--- src/rtl/hist_acq_scheduler.sv ---
// Acquisition controller and round-robin write-port arbiter for the histogram builder.
// Clears the histogram, counts laser periods and funnels pixel timestamps onto one write port.
module hist_acq_scheduler #(
  parameter int NP    = 10,
  parameter int N_PIX = 3,
  parameter int CYC_W = 16,
  parameter int PIX_W = (N_PIX > 1) ? $clog2(N_PIX) : 1
) (
  input  logic                  clk,
  input  logic                  res,
  input  logic                  start,
  input  logic [CYC_W-1:0]      num_cycles,
  input  logic                  laser_sync,
  input  logic [N_PIX-1:0]      req_valid,
  input  logic [N_PIX*NP-1:0]   req_data,
  output logic [N_PIX-1:0]      req_ready,
  output logic                  wr_en,
  output logic [PIX_W-1:0]      wr_pix,
  output logic [NP-1:0]         wr_data,
  output logic                  hist_clr,
  output logic                  busy,
  output logic                  done,
  output logic [2:0]            state_dbg
);

  // Handshake: a channel transfers in any cycle where req_valid[i] & req_ready[i];
  // req_ready is one-hot or zero and never asserted toward a channel that is not valid.

  typedef enum logic [2:0] {
    S_IDLE  = 3'd0,
    S_CLEAR = 3'd1,
    S_ARM   = 3'd2,
    S_RUN   = 3'd3,
    S_DONE  = 3'd4
  } state_t;

  state_t           state, state_nx;
  logic [CYC_W-1:0] n_lat;
  logic [CYC_W-1:0] cnt;
  logic [PIX_W-1:0] ptr;
  logic [PIX_W-1:0] gnt_idx;
  logic [PIX_W:0]   idx;
  logic             gnt_any;
  logic             grant_en;
  logic             term_sync;
  logic [NP-1:0]    gnt_data;
  logic [NP-1:0]    ch_data [N_PIX];

  for (genvar g = 0; g < N_PIX; g++) begin : g_unpack
    assign ch_data[g] = req_data[g*NP +: NP];
  end

  // n_lat is never 0 in RUN, so the subtraction cannot underflow there.
  assign term_sync = (state == S_RUN) && laser_sync && (cnt == n_lat - CYC_W'(1));

  always_comb begin
    state_nx = state;
    grant_en = 1'b0;
    case (state)
      S_IDLE:  if (start) state_nx = S_CLEAR;
      S_CLEAR: state_nx = (n_lat == '0) ? S_DONE : S_ARM;
      S_ARM:   if (laser_sync) state_nx = S_RUN;
      S_RUN: begin
        grant_en = !term_sync;
        if (term_sync) state_nx = S_DONE;
      end
      S_DONE:  state_nx = S_IDLE;
      default: state_nx = S_IDLE;
    endcase
  end

  // Round-robin search starting at ptr, wrapping modulo N_PIX.
  always_comb begin
    gnt_any   = 1'b0;
    gnt_idx   = '0;
    idx       = '0;
    req_ready = '0;
    for (int k = 0; k < N_PIX; k++) begin
      idx = {1'b0, ptr} + (PIX_W+1)'(k);
      if (idx >= (PIX_W+1)'(N_PIX)) idx = idx - (PIX_W+1)'(N_PIX);
      if (grant_en && !gnt_any && req_valid[idx[PIX_W-1:0]]) begin
        gnt_any = 1'b1;
        gnt_idx = idx[PIX_W-1:0];
      end
    end
    if (gnt_any) req_ready[gnt_idx] = 1'b1;
    gnt_data = ch_data[gnt_idx];
  end

  always_ff @(posedge clk or negedge res) begin
    if (!res) begin
      state <= S_IDLE;
      n_lat <= '0;
      cnt   <= '0;
      ptr   <= '0;
    end else begin
      state <= state_nx;
      if (state == S_IDLE && start) n_lat <= num_cycles;
      if (state == S_ARM && laser_sync) cnt <= '0;
      else if (state == S_RUN && laser_sync && !term_sync) cnt <= cnt + CYC_W'(1);
      if (gnt_any) ptr <= (gnt_idx == PIX_W'(N_PIX - 1)) ? '0 : gnt_idx + PIX_W'(1);
    end
  end

  // Zero timestamps mean "no photon": consumed by the handshake but never written.
  always_ff @(posedge clk or negedge res) begin
    if (!res) begin
      wr_en   <= 1'b0;
      wr_pix  <= '0;
      wr_data <= '0;
    end else begin
      wr_en <= gnt_any && (gnt_data != '0);
      if (gnt_any && (gnt_data != '0)) begin
        wr_pix  <= gnt_idx;
        wr_data <= gnt_data;
      end
    end
  end

  assign hist_clr  = (state == S_CLEAR);
  assign busy      = (state != S_IDLE);
  assign done      = (state == S_DONE);
  assign state_dbg = state;

endmodule

--- config.mk ---
export PLATFORM = sky130hd
export DESIGN_NAME = hist_acq_scheduler
export DESIGN_NICKNAME = d
export VERILOG_FILES = /design/src/rtl/hist_acq_scheduler.sv
export SDC_FILE = /design/constraint.sdc
export NUM_CORES = 1
export LEC_CHECK = 0
export CELL_PAD_IN_SITES_DETAIL_PLACEMENT = 2
export CELL_PAD_IN_SITES_GLOBAL_PLACEMENT = 2
export CORE_MARGIN = 2
export CORE_UTILIZATION = 33
export CTS_BUF_LIST = sky130_fd_sc_hd__clkbuf_4
export DETAILED_ROUTE_END_ITERATION = 10
export DONT_BUFFER_PORTS = 1
export HOLD_SLACK_MARGIN = 0.03
export MAX_ROUTING_LAYER = met4
export PLACE_DENSITY_LB_ADDON = 0.1
export SYNTH_ARGS = -nofsm -noshare
export SYNTH_HDL_FRONTEND = slang
export SYNTH_SLANG_ARGS = --single-unit
--- constraint.sdc ---
create_clock -name clk -period 8.1 [get_ports clk]
set_input_delay 1.62 -clock clk [delete_from_list [all_inputs] [get_ports clk]]
set_output_delay 1.62 -clock clk [all_outputs]
set_load 0.01 [all_outputs]
==> results.txt <==
----------------------------------------------------
[Logic synthesis]
  Number of library cell types mapped by synthesis ... between 50 and 60
  FFs w/ async S/R, synth ... 1.00
  Most used standard cell by instance count after synthesis ... sky130_fd_sc_hd__dfrtp_1
  Count of flip-flops with a built-in enable after synthesis ... 0
  Most instantiated flip-flop cell in the synthesis netlist ... sky130_fd_sc_hd__dfrtp_1
  Mean instance size in the synthesized netlist ... about 9.0 um2
  Synthesized area ... 0.00336 mm2
  Post-Synthesis Cells ... 373
  Top cells by count, synth ... sky130_fd_sc_hd__dfrtp_1, sky130_fd_sc_hd__nand2_1, sky130_fd_sc_hd__nor2_1, sky130_fd_sc_hd__o21ai_0, sky130_fd_sc_hd__xnor2_1
  Register bit total from synthesis ... 50
  Top cells by area, synth ... sky130_fd_sc_hd__dfrtp_1, sky130_fd_sc_hd__xnor2_1, sky130_fd_sc_hd__mux2_2
  Area leader, netlist ... sky130_fd_sc_hd__dfrtp_1
  Area share of the leading cell type in the synthesized netlist ... 0.372
  Sequential cell area fraction in the yosys report ... 0.372
  Syn_nets ... between 400 and 500
  Number of warnings reported in the yosys synthesis log ... 0

[Floorplan]
  Site row count ... 36
  Placeable core region ... 0.00982 mm2
  I/O pins ... 75
  Initial Utilization ... 0.343
  Die ar. ... 0.0110 mm2
  Height of the die ... 105 um
  Horizontal die dimension ... approximately 100 um

[Route]
  Antenna-violating nets left ... 0
  First-pass iteration count of the detailed router ... 4
  Via count ... 2786
  Total Routed Length ... 9770 um
  Detailed-route DRC error count ... 0
  Post-DR vias/cell ... 5.59
  Wire per inst ... 19.6 um
  Iteration-0 DRC count of the detailed router ... between 80 and 90

[Timing]
  Least-Margin Pin Slew ... 0.969 ns
  Number of failing hold endpoints at the final stage ... 0
  Clock Skews ... about 0.013 ns
  Unrepaired setup endpoints after global routing ... no
  Final-layout setup total negative slack ... 0 ns
  Final critical delay including setup and external delays ... between 5 and 6 ns
  FMAX ... 176 MHz
  Final Max Tran Viols ... 0
  Relative max-transition margin ... 0.350
  Number of endpoints failing setup at the final stage ... 0
  Share of the cycle needed by the critical path after routing ... 0.702

[CTS]
  CTS clk-pin slew, worst paths ... about 0.15 ns
  Worst-Skew Late Latency ... 0.38 ns
  Clock buffer depth ... 2
  Count of cells resized by post-cts repair ... 0
  TritonCTS clock tree ... built
  Cell at the root of the clock tree ... sky130_fd_sc_hd__clkbuf_4
  Hold-fix buffer count after cts ... 0
  Post-CTS repair timing setup buffer count ... 0
  Count of clock tree sinks ... 50
  H-tree depth reported by CTS ... 2
  Clock buffer count from CTS ... 5

[Hold path]
  Class of the tightest hold or removal check ... reg -> reg
  Launch point of the worst hold path ... ptr[1]$_DFFE_PN0P_

[Placement]
  Post-DP HPWL ... 7570 um
  Routability congestion estimate from global placement ... 0.817
  IO buf count ... 0

[Worst setup path]
  Startpoint of the most critical setup path ... n_lat[2]$_DFFE_PN0P_
  Reg2reg start ... n_lat[2]$_DFFE_PN0P_
  Crit-path max FO ... 14
  Arrival @ worst endpoint ... 4.07 ns
  Kind of launch point of the worst setup path ... register
  Worst setup path category ... reg -> out
  Required @ worst endpoint ... 6.48 ns
  Endpoint kind of the worst setup timing path ... output pin

[GRT]
  Number of antenna violations at the first check in global routing ... 0
  Congestion Overflow GR ... 0
  Total track usage ... 0.191
  Vias in the first global route ... 3056
  Wire length of the first global-routing pass ... approximately 17000 um
  Maximum number of pins on one net before global-route repair ... 51

[Pwr]
  Post-route total power ... 1.17 mW
  LEAKAGE ... 1.39 nW
  Power Density ... 335 mW/mm2
  Worst vdd ir ... 0.0987 mV

[Layout]
  Share of post-route cells with drive strength above 1 ... 0.110
  Final antenna diode count ... 0
  Layout net count ... 422
  P&R area growth vs syn ... 4.02%
  Number of filler cells placed in the layout ... 1135

[Job]
  Number of maximum-capacitance violations ... 0

[Run status]
  Status ... completed

----------------------------------------------------
-- path summary, 6_finish.rpt --
path / end / slack [ns] / cells after the start
setup / recovery: req_ready[0] / 2.41 / 9
hold / removal: ptr[1]$_DFFE_PN0P_ / 0.53 / 1
setup reg to reg: wr_pix[1]$_DFFE_PN0P_ / 3.64 / 10
hold reg to reg: ptr[1]$_DFFE_PN0P_ / 0.53 / 1
max in group asynchronous: n_lat[3]$_DFFE_PN0P_ / 7.07 / 0
min in group asynchronous: n_lat[13]$_DFFE_PN0P_ / 0.91 / 0
-- layout make-up --
| cell class | count | area, um2 | share of cell area |
|---|---|---|---|
| Timing Repair Buffer | 2 | 15.0 | 0.00429 |
| Multi-Input combinational cell | 287 | 1950 | 0.556 |
| Clock inverter | 2 | 8.76 | 0.00250 |
| Clock buffer | 6 | 45.0 | 0.0129 |
| Tap cell | 133 | 166 | 0.0476 |
| Sequential cell | 50 | 1250 | 0.358 |
| Inverter | 18 | 67.6 | 0.0193 |
-- power by group --
group,total (mW),internal (mW),switching [mW]
clock,0.120,0.0362,0.0842
sequential,0.478,0.339,0.138
combinational,0.574,0.258,0.316
-- critical path, cell delays in order (launching register included) --
cell and delay [ns]:
sky130_fd_sc_hd__dfrtp_1 0.51, sky130_fd_sc_hd__nor4_2 0.63, sky130_fd_sc_hd__nand2_1 0.28, sky130_fd_sc_hd__or3_1 0.43, sky130_fd_sc_hd__a21oi_1 0.15, sky130_fd_sc_hd__nand4_1 0.13, sky130_fd_sc_hd__or4b_1 0.75, sky130_fd_sc_hd__nand2_1 0.44
sky130_fd_sc_hd__inv_1 0.13, sky130_fd_sc_hd__nor2_1 0.23
-- sequential cells by signal, indices dropped and copies added (netlist names) --
| register | cells |
|---|---|
| cnt | 16 |
| wr_pix | 2 |
| n_lat | 16 |
| wr_data | 10 |
| state_dbg | 3 |
| wr_en | 1 |
| ptr | 2 |
-- cells by family (layout without fill, tap and decap cells) --
kind of cell | after synthesis | count (layout) | synth area share
compound gates | 86 | 86 | 0.165
mux | 26 | 26 | 0.0926
buf+inv | 36 | 28 | 0.0506
xor+xnor | 30 | 30 | 0.0781
fa+ha+maj | 6 | 6 | 0.0216
flops | 50 | 50 | 0.372
simple gates | 139 | 139 | 0.221
-- cells in the final DEF, fill, tap and decap left out, types with 6 or more instances in the layout --
cell,instances
sky130_fd_sc_hd__nor3_1,9
sky130_fd_sc_hd__mux2_4,6
sky130_fd_sc_hd__xnor2_1,21
sky130_fd_sc_hd__xor2_1,9
sky130_fd_sc_hd__a22oi_1,11
sky130_fd_sc_hd__o21ai_0,25
sky130_fd_sc_hd__or3_1,10
sky130_fd_sc_hd__dfrtp_1,50
sky130_fd_sc_hd__nand3_1,12
sky130_fd_sc_hd__inv_1,18
sky130_fd_sc_hd__a21oi_1,17
sky130_fd_sc_hd__nand2_1,29
sky130_fd_sc_hd__nand4_1,6
sky130_fd_sc_hd__nor2_1,28
sky130_fd_sc_hd__and3_1,10
sky130_fd_sc_hd__clkbuf_4,6
sky130_fd_sc_hd__mux2_2,14
-- per-stage QoR --
step                      hold slack, ns  area, um2  utilization  instances  setup WS [ns]
final                              0.529       3500        0.356        498           2.41
after global routing               0.555       3500        0.356        498           2.05
after CTS                          0.537       3500        0.356        498           2.36
after detailed placement           0.504       3450        0.351        490           2.82
after global placement             0.511       3450        0.351        490           2.88
after floorplan                    0.476       3360            -        373           3.27
-- routing by layer --
| layer | global-route usage | vias to the layer above | share of wire |
|---|---|---|---|
| li1 | - | 1319 | - |
| met1 | 0.224 | 1412 | 0.42 |
| met2 | 0.338 | 45 | 0.53 |
| met3 | 0.0412 | 10 | 0.044 |
| met4 | 0.0343 | 0 | 0.0083 |
| met5 | - | - | 0 |
Note: power is estimated with default switching activity, not from simulation.
